### config.mk
export PLATFORM = sky130hd
export DESIGN_NAME = store_align_unit
export DESIGN_NICKNAME = d
export VERILOG_FILES = /design/src/rtl/store_align_unit.sv
export SDC_FILE = /design/constraint.sdc
export NUM_CORES = 1
export LEC_CHECK = 0
export BUFFER_PORTS_ARGS = -buffer_cell sky130_fd_sc_hd__buf_2
export CORE_ASPECT_RATIO = 1.5
export CORE_MARGIN = 8
export CORE_UTILIZATION = 30
export CTS_BUF_LIST = sky130_fd_sc_hd__clkbuf_8
export DETAILED_ROUTE_END_ITERATION = 7
export GPL_ROUTABILITY_DRIVEN = 0
export HOLD_SLACK_MARGIN = 0.02
export SETUP_SLACK_MARGIN = 0.1
export SYNTH_ARGS = -nofsm -noshare
export SYNTH_HDL_FRONTEND = slang
export SYNTH_SLANG_ARGS = --single-unit
### constraint.sdc
create_clock -name clk_i -period 3.6 [get_ports clk_i]
set_clock_uncertainty 0.15 [all_clocks]
set_input_delay 0.54 -clock clk_i [delete_from_list [all_inputs] [get_ports clk_i]]
set_output_delay 0.54 -clock clk_i [all_outputs]
set_load 0.05 [all_outputs]
### src/rtl/store_align_unit.sv
// Store alignment: turns one execute-stage store into one or two word-aligned write beats.
// Accept-to-request latency is one edge. Beats hold stable until the memory grants them.
module store_align_unit #(
  parameter int unsigned SPLIT_MISALIGNED = 1
) (
  input  logic        clk_i,
  input  logic        rst_n_i,
  input  logic        x_st_valid_i,
  output logic        x_st_ready_o,
  input  logic [31:0] x_st_addr_i,
  input  logic [31:0] x_st_data_i,
  input  logic [2:0]  x_st_funct3_i,
  output logic        dm_req_o,
  input  logic        dm_gnt_i,
  output logic [31:0] dm_addr_o,
  output logic [31:0] dm_wdata_o,
  output logic [3:0]  dm_be_o,
  output logic        busy_o,
  output logic        err_o
);

  localparam bit SplitEn = (SPLIT_MISALIGNED != 0);

  typedef enum logic [1:0] {
    IDLE  = 2'd0,
    BEAT1 = 2'd1,
    BEAT2 = 2'd2
  } state_t;

  state_t      state_q;
  logic [3:0]  hi_be_q;
  logic [31:0] hi_wdata_q;

  logic        legal;
  logic [7:0]  base_mask;
  logic [7:0]  lane_mask;
  logic [31:0] sized_data;
  logic [63:0] wide_data;
  logic        crosses;
  logic        issuable;
  logic        accept;

  // Decode size into a right-justified lane mask and size-masked data, then shift by offset.
  always_comb begin
    legal      = 1'b1;
    base_mask  = 8'h00;
    sized_data = 32'h0;
    case (x_st_funct3_i)
      3'b000: begin
        base_mask  = 8'b0000_0001;
        sized_data = {24'h0, x_st_data_i[7:0]};
      end
      3'b001: begin
        base_mask  = 8'b0000_0011;
        sized_data = {16'h0, x_st_data_i[15:0]};
      end
      3'b010: begin
        base_mask  = 8'b0000_1111;
        sized_data = x_st_data_i;
      end
      default: legal = 1'b0;
    endcase
    lane_mask = base_mask << x_st_addr_i[1:0];
    wide_data = {32'h0, sized_data} << {x_st_addr_i[1:0], 3'b000};
  end

  assign crosses      = |lane_mask[7:4];
  assign issuable     = legal && (!crosses || SplitEn);
  assign x_st_ready_o = (state_q == IDLE);
  assign accept       = x_st_valid_i && x_st_ready_o;
  assign busy_o       = (state_q != IDLE);

  always_ff @(posedge clk_i or negedge rst_n_i) begin
    if (!rst_n_i) begin
      state_q    <= IDLE;
      dm_req_o   <= 1'b0;
      dm_addr_o  <= 32'h0;
      dm_wdata_o <= 32'h0;
      dm_be_o    <= 4'h0;
      hi_be_q    <= 4'h0;
      hi_wdata_q <= 32'h0;
      err_o      <= 1'b0;
    end else begin
      err_o <= 1'b0;
      case (state_q)
        IDLE: begin
          if (accept) begin
            if (issuable) begin
              state_q    <= BEAT1;
              dm_req_o   <= 1'b1;
              dm_addr_o  <= {x_st_addr_i[31:2], 2'b00};
              dm_be_o    <= lane_mask[3:0];
              dm_wdata_o <= wide_data[31:0];
              hi_be_q    <= lane_mask[7:4];
              hi_wdata_q <= wide_data[63:32];
            end else begin
              err_o <= 1'b1;
            end
          end
        end
        BEAT1: begin
          if (dm_gnt_i) begin
            if (|hi_be_q) begin
              state_q    <= BEAT2;
              dm_addr_o  <= dm_addr_o + 32'd4;
              dm_be_o    <= hi_be_q;
              dm_wdata_o <= hi_wdata_q;
            end else begin
              state_q    <= IDLE;
              dm_req_o   <= 1'b0;
              dm_addr_o  <= 32'h0;
              dm_be_o    <= 4'h0;
              dm_wdata_o <= 32'h0;
            end
          end
        end
        BEAT2: begin
          if (dm_gnt_i) begin
            state_q    <= IDLE;
            dm_req_o   <= 1'b0;
            dm_addr_o  <= 32'h0;
            dm_be_o    <= 4'h0;
            dm_wdata_o <= 32'h0;
          end
        end
        default: begin
          state_q    <= IDLE;
          dm_req_o   <= 1'b0;
          dm_addr_o  <= 32'h0;
          dm_be_o    <= 4'h0;
          dm_wdata_o <= 32'h0;
        end
      endcase
    end
  end

endmodule

Word-level counts from Yosys, hierarchy flattened

Index checks and enable logic that the tools add are counted.
W data, S select, Z words.

Add/subtract/negate cells: 1
Multipliers: 0
Divide/modulo/power cells: 0
Magnitude comparators: 0
Equal/unequal tests: 9
Shift operators: 2
Muxes and demuxes: 35
Bitwise operators: 0
Reductions and logical operators: 9

Operator list:

| operator                | count |
|---|---|
| $mux W32                | 9 |
| $pmux W32 S3            | 3 |
| $shl A32 B5 Y64         | 1 |
| $add A32 B3 Y32 const B | 1 |
| $pmux W4 S3             | 2 |
| $mux W4                 | 5 |
| $mux W2                 | 5 |
| $mux W1                 | 9 |
| $shl A8 B2 Y8           | 1 |
| $ne A2 B2 Y1 const B    | 3 |
| $pmux W2 S3             | 1 |
| $reduce_and A5 Y1       | 1 |
| $ne A2 B1 Y1 const B    | 2 |
| $reduce_and A4 Y1       | 1 |
| $reduce_or A4 Y1        | 1 |
| $eq A3 B1 Y1 const B    | 1 |
| $eq A3 B2 Y1 const B    | 1 |
| $logic_not A3 Y1        | 1 |
| $pmux W1 S3             | 1 |
| $reduce_and A3 Y1       | 1 |
| $reduce_or A3 Y1        | 1 |
| $eq A2 B1 Y1 const B    | 1 |
| $eq A2 B2 Y1 const B    | 1 |
| $logic_not A2 Y1        | 1 |
| other kinds (2)         | 2 |

Register bits after elaboration: 108
Bits in latches: 0
RAM bits: 0
Bits in read-only memories: 0
Memories: 0

Longest topological paths before layout

Gate-level depths: netlist of the first run.

Word-level depth: 6
Gate-level depth with buffers: 9
Gate-level depth less buffers: 7

Worst setup path after synthesis of the first run

No wires, ideal clock.

Kind: reg-to-output
Start: reg state_q[0]
End: out x_st_ready_o
Arrival: 1.801 ns
Required time: 2.910 ns
Setup slack: 1.109 ns
Stages on the path, launching flop included: 6
Buffers on the path: 2
Cell sequence: dfrtp_1 -> inv_2 -> nand2_1 -> inv_2 -> buf_2 -> buf_1

Longest elaborated chain between the ends: 1

RTL lines:

| item                     | RTL line | source |
|---|---|---|
| start: declaration       | 30       | `state_t state_q;` |
| start signal: assignment | 75       | `state_q <= IDLE;` |
| start signal: assignment | 89       | `state_q <= BEAT1;` |
| start signal: assignment | 104      | `state_q <= BEAT2;` |
| $logic_not A2 Y1         | 69       | `assign x_st_ready_o = (state_q == IDLE);` |
| end: declaration         | 9        | `output logic x_st_ready_o,` |

Every way passes these cells.

Worst setup path after layout of the first run

Start: reg state_q[1]
End: reg dm_addr_o[5]

Longest elaborated chain between the ends: 4

RTL lines:

| item                               | RTL line | source |
|---|---|---|
| $logic_not A2 Y1                   | 69, 85   |  |
| $logic_and A1 B1 Y1                | 70       | `assign accept = x_st_valid_i && x_st_ready_o;` |
| $ne A2 B1 Y1 (no source line)      | -        |  |
| $reduce_and A4 Y1 (no source line) | -        |  |
| end signal: assignment             | 91       | `dm_addr_o <= {x_st_addr_i[31:2], 2'b00};` |
| end signal: assignment             | 105      | `dm_addr_o <= dm_addr_o + 32'd4;` |
| end: declaration                   | 15       | `output logic [31:0] dm_addr_o,` |

Parallel ways exist; a longest one is shown, timed or not.
A chain may end at the register's enable or synchronous reset.

==> key figures, run 1 <==
Run status
  • Status: complete, no violations

Timing
  • Hold Fails Final Rpt: 0
  • Setup total negative slack: 0 ns
  • Fin crit period: 2.565 ns
  • Unrepaired setup endpoints after global routing: false
  • Relative slew slack: 29.46%
  • Final critical-path share of the clock period: 71.24%
  • Setup violators final: 0
  • Count of final max-slew check failures: 0
  • Max Clock Freq: 389.9 MHz
  • Worst Tran Pin Value: 1.058 ns

Detailed routing
  • WL/cell: 20.66 um
  • DR iter-0 viols: 318
  • Residual DRC: 0
  • DR vias/cell: 5.636
  • First-pass DRT Iterations: 8
  • Total Wirelength: a little under 20000 um
  • Via count: 5394
  • Antenna-violating nets left: 0

Global route
  • Vias in the first global route: 5423
  • Total GRT Usage: 17.10%
  • Busiest metal layer after global routing: met2
  • Met3 usage: 3.314%
  • GRT overflow: 0
  • First-pass GRT wire length: 31040 um
  • Met2 GRT Util: 29.08%
  • Antenna violations before repair: 0
  • Largest net degree at the start of global routing: 59
  • Met1 Usage GRT: roughly 21%

Floorplan
  • Cell Rows: 60
  • Die height: 181.5 um
  • Die area: 0.02293 mm2
  • Boundary Pins: 143
  • Core footprint: roughly 0.018 mm2
  • Die width: around 130 um
  • Starting Density: 30.54%

Power and ir drop
  • P per Cell Area: 775.2 mW/mm2
  • Maximum VDD drop: 0.2415 mV
  • Power Total: around 5.1 mW
  • LEAKAGE: between 3 and 4 nW

Synth
  • Ranking of synthesized cells by area: dfrtp_1, nand2_1, mux2i_1
  • Flops & latches, synth: 97
  • Post-synth top cells: dfrtp_1, nand2_1, nor2_1, o21ai_1, o21ai_0
  • Synthesis warning total: 0
  • Top-count cell post-synth: dfrtp_1
  • Top-area cell type share of the netlist area: 44.30%
  • Syn Inst Count: around 620
  • Post-synth EDFFs: 0
  • Ys async rst share: 100.0%
  • Fraction of the yosys area taken by sequential cells: 44.30%
  • Cell taking the most area after synthesis: dfrtp_1
  • Main synth FF type: dfrtp_1
  • Synth Area per Inst: 8.894 um2
  • Synth unique cells: between 50 and 60
  • Post-Syn Area: 0.005479 mm2

Setup path
  • Critical Path RT: 3.75 ns
  • CP max stage cell: and2_2
  • Critical path peak fanout: 51
  • Worst path arrival time: 2.72 ns
  • Worst stage delay on the critical path: 0.86 ns
  • CP Class: reg2reg
  • Most used cell, CP: inv_2
  • WP buf/inv: 3
  • Worst Setup End Kind: flip-flop
  • Crit path launch type: flip-flop
  • Top delay family on crit path: simple AND/OR/NAND/NOR gates
  • CP cell instances: inv_2 -> nand2_1 -> inv_2 -> nand3_1 -> and2_2 -> buf_4 -> a21oi_1 -> o22ai_1

Clock tree
  • Post-CTS Setup Repair Bufs: 0
  • CTS tree: done
  • Clock transition at path regs: ~0.10 ns
  • PostCTS Resize Cnt: 0
  • H-tree levels: 3
  • Later-pin clock latency in the skew report: 0.38 ns
  • Num CTS Buffers: 9
  • Max Root-Sink Buffers: 2
  • Clk root buf: clkbuf_8
  • Post-CTS Hold Fix Bufs: 0
  • CTS sink count: 97

Placed design
  • I/O Buffers: 140
  • Cell Area, Placed: 0.006346 mm2
  • Detail Placement HPWL: 14450 um

Layout
  • # nets final: between 800 and 900
  • Fill count: 1877
  • Area Growth Syn to Fin: 19.39%
  • Fin area: ~0.0065 mm2
  • Diode count: 0
  • Layout cells sized above 1: 25.81%

Run
  • Max_cap viols: 0

Min path
  • Class of the worst hold path: in2async
-- area by class of cell --
type | instances | area [um2] | share of cell area (%)
timing repair buffer | 154 | 808.3 | 12.36
tap | 217 | 271.5 | 4.151
inverter | 8 | 30.03 | 0.4591
clock buffer | 10 | 137.6 | 2.104
multi-input combinational | 465 | 2809 | 42.94
sequential | 97 | 2427 | 37.11
clock inverter | 6 | 57.56 | 0.8799
-- report_power, final --
group	internal (mW)	switching, mW	leakage [nW]
Combinational	0.621	1.92	1.68
Sequential	1.43	0.356	1.29
Clock	0.336	0.405	0.102
-- worst register-to-register path, stage by stage, from the launching register on --
cell,delay [ns]
dfrtp_1,0.44
inv_2,0.09
nand2_1,0.12
inv_2,0.12
nand3_1,0.12
and2_2,0.86
buf_4,0.37
a21oi_1,0.06
o22ai_1,0.16
-- cell families after synthesis --
| kind of cell | Yosys count | share of synthesized area [%] |
|---|---|---|
| and+or+nand+nor | 218 | 19.50 |
| DFF | 97 | 44.30 |
| other | 1 | 0.06844 |
| muxes | 22 | 4.110 |
| AOI/OAI and AO/OA | 218 | 26.63 |
| xor gates and xnor gates | 4 | 0.6395 |
| buffers and inverters | 55 | 4.521 |
| adders and majority gates | 1 | 0.2283 |
-- placed cells by master, fill, tap and decap left out, types with 8 or more instances in the layout --
master and instances:
nand2_1 94, a221oi_1 17, nand3_1 18, a21oi_1 25
o311ai_1 9, nor2_1 42, o22ai_1 9, a22oi_1 21
dfrtp_1 97, buf_4 15, o21ai_0 35, a211oi_1 8
clkbuf_8 10, buf_2 139, o21ai_1 36, nand4_1 9
mux2i_1 18, nor4_1 15, a22o_1 19, a21o_1 11
-- state kept, by name, indices dropped and copies added, names as in the netlist --
register    count
dm_addr_o      30
dm_wdata_o     32
dm_be_o         4
state_q         2
hi_be_q         3
err_o           1
dm_req_o        1
hi_wdata_q     24
-- worst paths after layout --
path | slack, ns | cells past startpoint | end | from
max | 1.04 | 8 | dm_addr_o[5] | state_q[1]
min | 0.07 | 1 | dm_addr_o[25] | rst_n_i
max reg2reg | 1.04 | 8 | dm_addr_o[5] | state_q[1]
min reg2reg | 0.33 | 2 | hi_wdata_q[12] | hi_wdata_q[12]
max in group asynchronous | 2.40 | 2 | dm_wdata_o[0] | rst_n_i
min in group clk_i | 0.21 | 3 | dm_addr_o[28] | x_st_addr_i[28]
-- per-layer routing --
layer / vias to the layer above / part of all wire [%]
li1: 2542 / -
met1: 2609 / 42
met2: 208 / 49
met3: 35 / 5.5
met4: 0 / 2.8
met5: - / 0
-- metrics by stage --
step                worst slack, ns  std cells  utilization [%]  hold slack, ns
floorplan                     1.109        617                -         0.09441
detailed placement           0.8254        941            35.37          0.3127
global placement             0.8577        941            35.37          0.3111
global route                 0.8078        957            36.46          0.1299
CTS                           1.026        957            36.46          0.1063
finish                        1.035        957            36.46         0.06927
Power figures use the tool's default switching activity.
==> inputs of run 2 (changes only) <==
- ABC_AREA: not set -> 1
- clock period: 3.6 -> 2.3 ns (I/O delays scaled with it)
==> run 2 against run 1 <==
Against the previous run:
- critical endpoint is now x_st_ready_o
- via count is 13% higher
- first-iteration DRC count is 25% higher
- critical path type is now reg2out
- worst hold slack better by 0.041 ns
==> key figures, run 2 <==
Setup path
  • CP Class: reg2out
  • CP max stage cell: dfrtp_1
  • Worst path arrival time: 1.59 ns (-1.13 ns)
  • CP Launch Point: state_q[0]
  • Worst stage delay on the critical path: 0.44 ns (-0.42 ns)
  • Critical Path RT: 1.80 ns (-1.95 ns)
  • WP buf/inv: 2 (-1)
  • Worst Setup End Kind: output port
  • Crit path launch type: flip-flop
  • CP cell instances: nor2_4 -> buf_4 -> buf_2
  • Top delay family on crit path: buffers and inverters
  • Critical path peak fanout: 22 (-57%)
  • Critical register-to-register path startpoint: state_q[0]

Synth
  • Syn Inst Count: 897 (+46%)
  • Top-count cell post-synth: nand2_1
  • Top-area cell type share of the netlist area: 41.49% (-2.8 points)
  • Post-synth EDFFs: 0 (unchanged)
  • Fraction of the yosys area taken by sequential cells: 41.49% (-2.8 points)
  • Synth unique cells: 30 (-43%)
  • Main synth FF type: dfrtp_1
  • Post-Syn Area: 0.005851 mm2 (+6.8%)
  • Synthesis warning total: 0 (unchanged)
  • Cell taking the most area after synthesis: dfrtp_1
  • Synth Area per Inst: 6.522 um2 (-27%)
  • Flops & latches, synth: 97 (unchanged)
  • Post-synth top cells: nand2_1, o21ai_0, dfrtp_1, nor2_1, inv_1
  • Ys async rst share: 100.0% (unchanged)
  • Ranking of synthesized cells by area: dfrtp_1, nand2_1, o21ai_0

Timing
  • Hold slack: 0.1102 ns (+0.04098 ns)
  • Setup violators final: 0 (unchanged)
  • PnR worst setup slack: 0.2188 ns (-0.8166 ns)
  • Relative slew slack: 65.45% (+36 points)
  • Max Clock Freq: 480.5 MHz
  • Fin crit period: 2.081 ns
  • Unrepaired setup endpoints after global routing: false
  • Hold Fails Final Rpt: 0 (unchanged)
  • Count of final max-slew check failures: 0 (unchanged)
  • Worst Tran Pin Value: 0.5170 ns (-0.5411 ns)
  • Setup total negative slack: 0 ns (unchanged)
  • Final critical-path share of the clock period: 90.49%

Detailed routing
  • Routed wl met3: 1150 um (+5.9%)
  • WL/cell: 16.23 um (-21%)
  • Highest Signal Layer: met4
  • Residual DRC: 0 (unchanged)
  • DR vias/cell: 4.745 (-16%)
  • Antenna-violating nets left: 0 (unchanged)
  • DR iter-0 viols: 397 (+25%)
  • Total Wirelength: 20930 um (+5.9%)
  • Via count: 6121 (+13%)
  • First-pass DRT Iterations: 5 (-3)
  • Wl on met1: 8227 um (-1.7%)
  • Routed wl met2: 10820 um (+11%)

Global route
  • First-pass GRT wire length: 32800 um (+5.7%)
  • GRT overflow: 0 (unchanged)
  • Vias in the first global route: 6144 (+13%)
  • Largest net degree at the start of global routing: 44 (-25%)
  • Antenna violations before repair: 0 (unchanged)
  • Total GRT Usage: 17.42% (+0.32 points)

Layout
  • Number of flip-flops in the largest register: 32 (unchanged)
  • Commonest cells after routing, fill and taps aside: nand2_1, buf_2, o21ai_0, dfrtp_1, nor2_1
  • Fill count: 2139 (+14%)
  • # nets final: 1102 (+37%)
  • Final Util: 37.01% (+0.55 points)
  • Fin area: 0.007091 mm2 (+8.4%)
  • Most common cell after layout, fill and taps aside: nand2_1
  • Diode count: 0 (unchanged)
  • Top Registers: dm_wdata_o x32, dm_addr_o x30, hi_wdata_q x24
  • Layout cells sized above 1: 18.38% (-7.4 points)
  • Most flop-heavy register: dm_wdata_o
  • Area Growth Syn to Fin: 21.19%

Floorplan
  • Cell Rows: 62 (+3.3%)
  • Die width: 130.0 um (+2.9%)
  • Die height: 187.0 um (+3.0%)
  • Boundary Pins: 143 (unchanged)
  • Core footprint: 0.01916 mm2 (+6.8%)
  • Die area: 0.02432 mm2 (+6.0%)
  • Starting Density: 30.53% (about the same)

Clock tree
  • Max Root-Sink Buffers: 2 (unchanged)
  • Clk root buf: clkbuf_8
  • Num CTS Buffers: 9 (unchanged)
  • CTS sink count: 97 (unchanged)
  • Later-pin clock latency in the skew report: 0.37 ns (about the same)
  • Post-CTS Setup Repair Bufs: 0 (unchanged)
  • H-tree levels: 3 (unchanged)
  • CTS tree: done
  • Clock transition at path regs: 0.10 ns (about the same)

Placed design
  • Cell Area, Placed: 0.006858 mm2 (+8.1%)
  • Placement Setup Slack: 0.1319 ns (-0.6934 ns)
  • I/O Buffers: 140 (unchanged)
  • Detail Placement HPWL: 16100 um (+11%)

Min path
  • Hold path startpoint: x_st_addr_i[19]
  • Class of the worst hold path: in2reg

Power and ir drop
  • LEAKAGE: 3.729 nW (+21%)
  • Maximum VDD drop: 0.3805 mV (+58%)
  • P per Cell Area: 1107 mW/mm2 (+43%)

Run
  • Max_cap viols: 0 (unchanged)

Run status
  • Status: complete, no violations
-- run 2: changes by cell type after synthesis, moves of 19 or more --
cell     before  now
a22oi_1      21    2
o21ai_0      35  101
inv_1         4   75
nand2_1      94  385
o21ai_1      36    6
nor2_1       42   78
nand3_1      18   52
-- run 2: layout make-up --
class                   instances  area (um2)  area share [%]
clock buffers                  10       137.6           1.941
clock inverters                 5       63.81          0.8999
inverters                      81       306.5           4.323
multi-input cells             679        2920           41.19
flip-flops and latches         97        2427           34.23
well taps                     256       320.3           4.517
repair buffers                162       914.6           12.90
-- run 2: kinds of logic after synthesis --
| group | count (synthesis) | share of synthesized area, % |
|---|---|---|
| simple gates | 528 | 35.95 |
| compound gates | 147 | 13.24 |
| buf+inv | 122 | 8.896 |
| flops | 97 | 41.49 |
| xor+xnor | 1 | 0.1497 |
| fa+ha+maj | 1 | 0.2138 |
| other cells | 1 | 0.06410 |
-- run 2: routing by layer --
layer  global-route usage (%)  up-vias
li1                         -     3082
met1                    19.32     2809
met2                    30.93      195
met3                    3.225       35
met4                    8.120        0
met5                        0        -
-- run 2: through the flow --
| step | instances | total power, mW |
|---|---|---|
| 6_report | 1290 | 7.846 |
| 5_1_grt | 1290 | 8.417 |
| 4_1_cts | 1290 | 7.948 |
| 3_5_place_dp | 1273 | 6.727 |
| 3_3_place_gp | 1273 | 6.686 |
| 2_1_floorplan | 898 | 5.515 |
-- run 2: tightest hold or removal path: cells and delay by family --
kind | cells | cell delay [ns]
buf+inv | 1 | 0.08
simple gates | 4 | 0.18
-- run 2: timing repair --
| item | 4_1_cts | 5_1_grt |
|---|---|---|
| setup endpoints to repair | 0 | 35 |
| hold buffers | 2 | 0 |
| endpoints found under the hold margin | 35 | 0 |
| gates resized for setup | 0 | 5 |
-- run 2: power breakdown --
part	switching, mW	internal (mW)	leakage [nW]
sequential	0.484	2.21	1.30
combinational	3.00	0.956	2.33
clock	0.658	0.536	0.0989
-- run 2: worst paths after layout --
| check | slack (ns) | to | cells after the start |
|---|---|---|---|
| setup / recovery | 0.22 | x_st_ready_o | 3 |
| hold / removal | 0.11 | dm_addr_o[19] | 5 |
| setup reg to reg | 0.31 | dm_req_o | 9 |
| hold reg to reg | 0.33 | dm_wdata_o[9] | 2 |
| max in group asynchronous | 0.95 | dm_addr_o[18] | 3 |
| min in group asynchronous | 0.33 | dm_addr_o[7] | 2 |
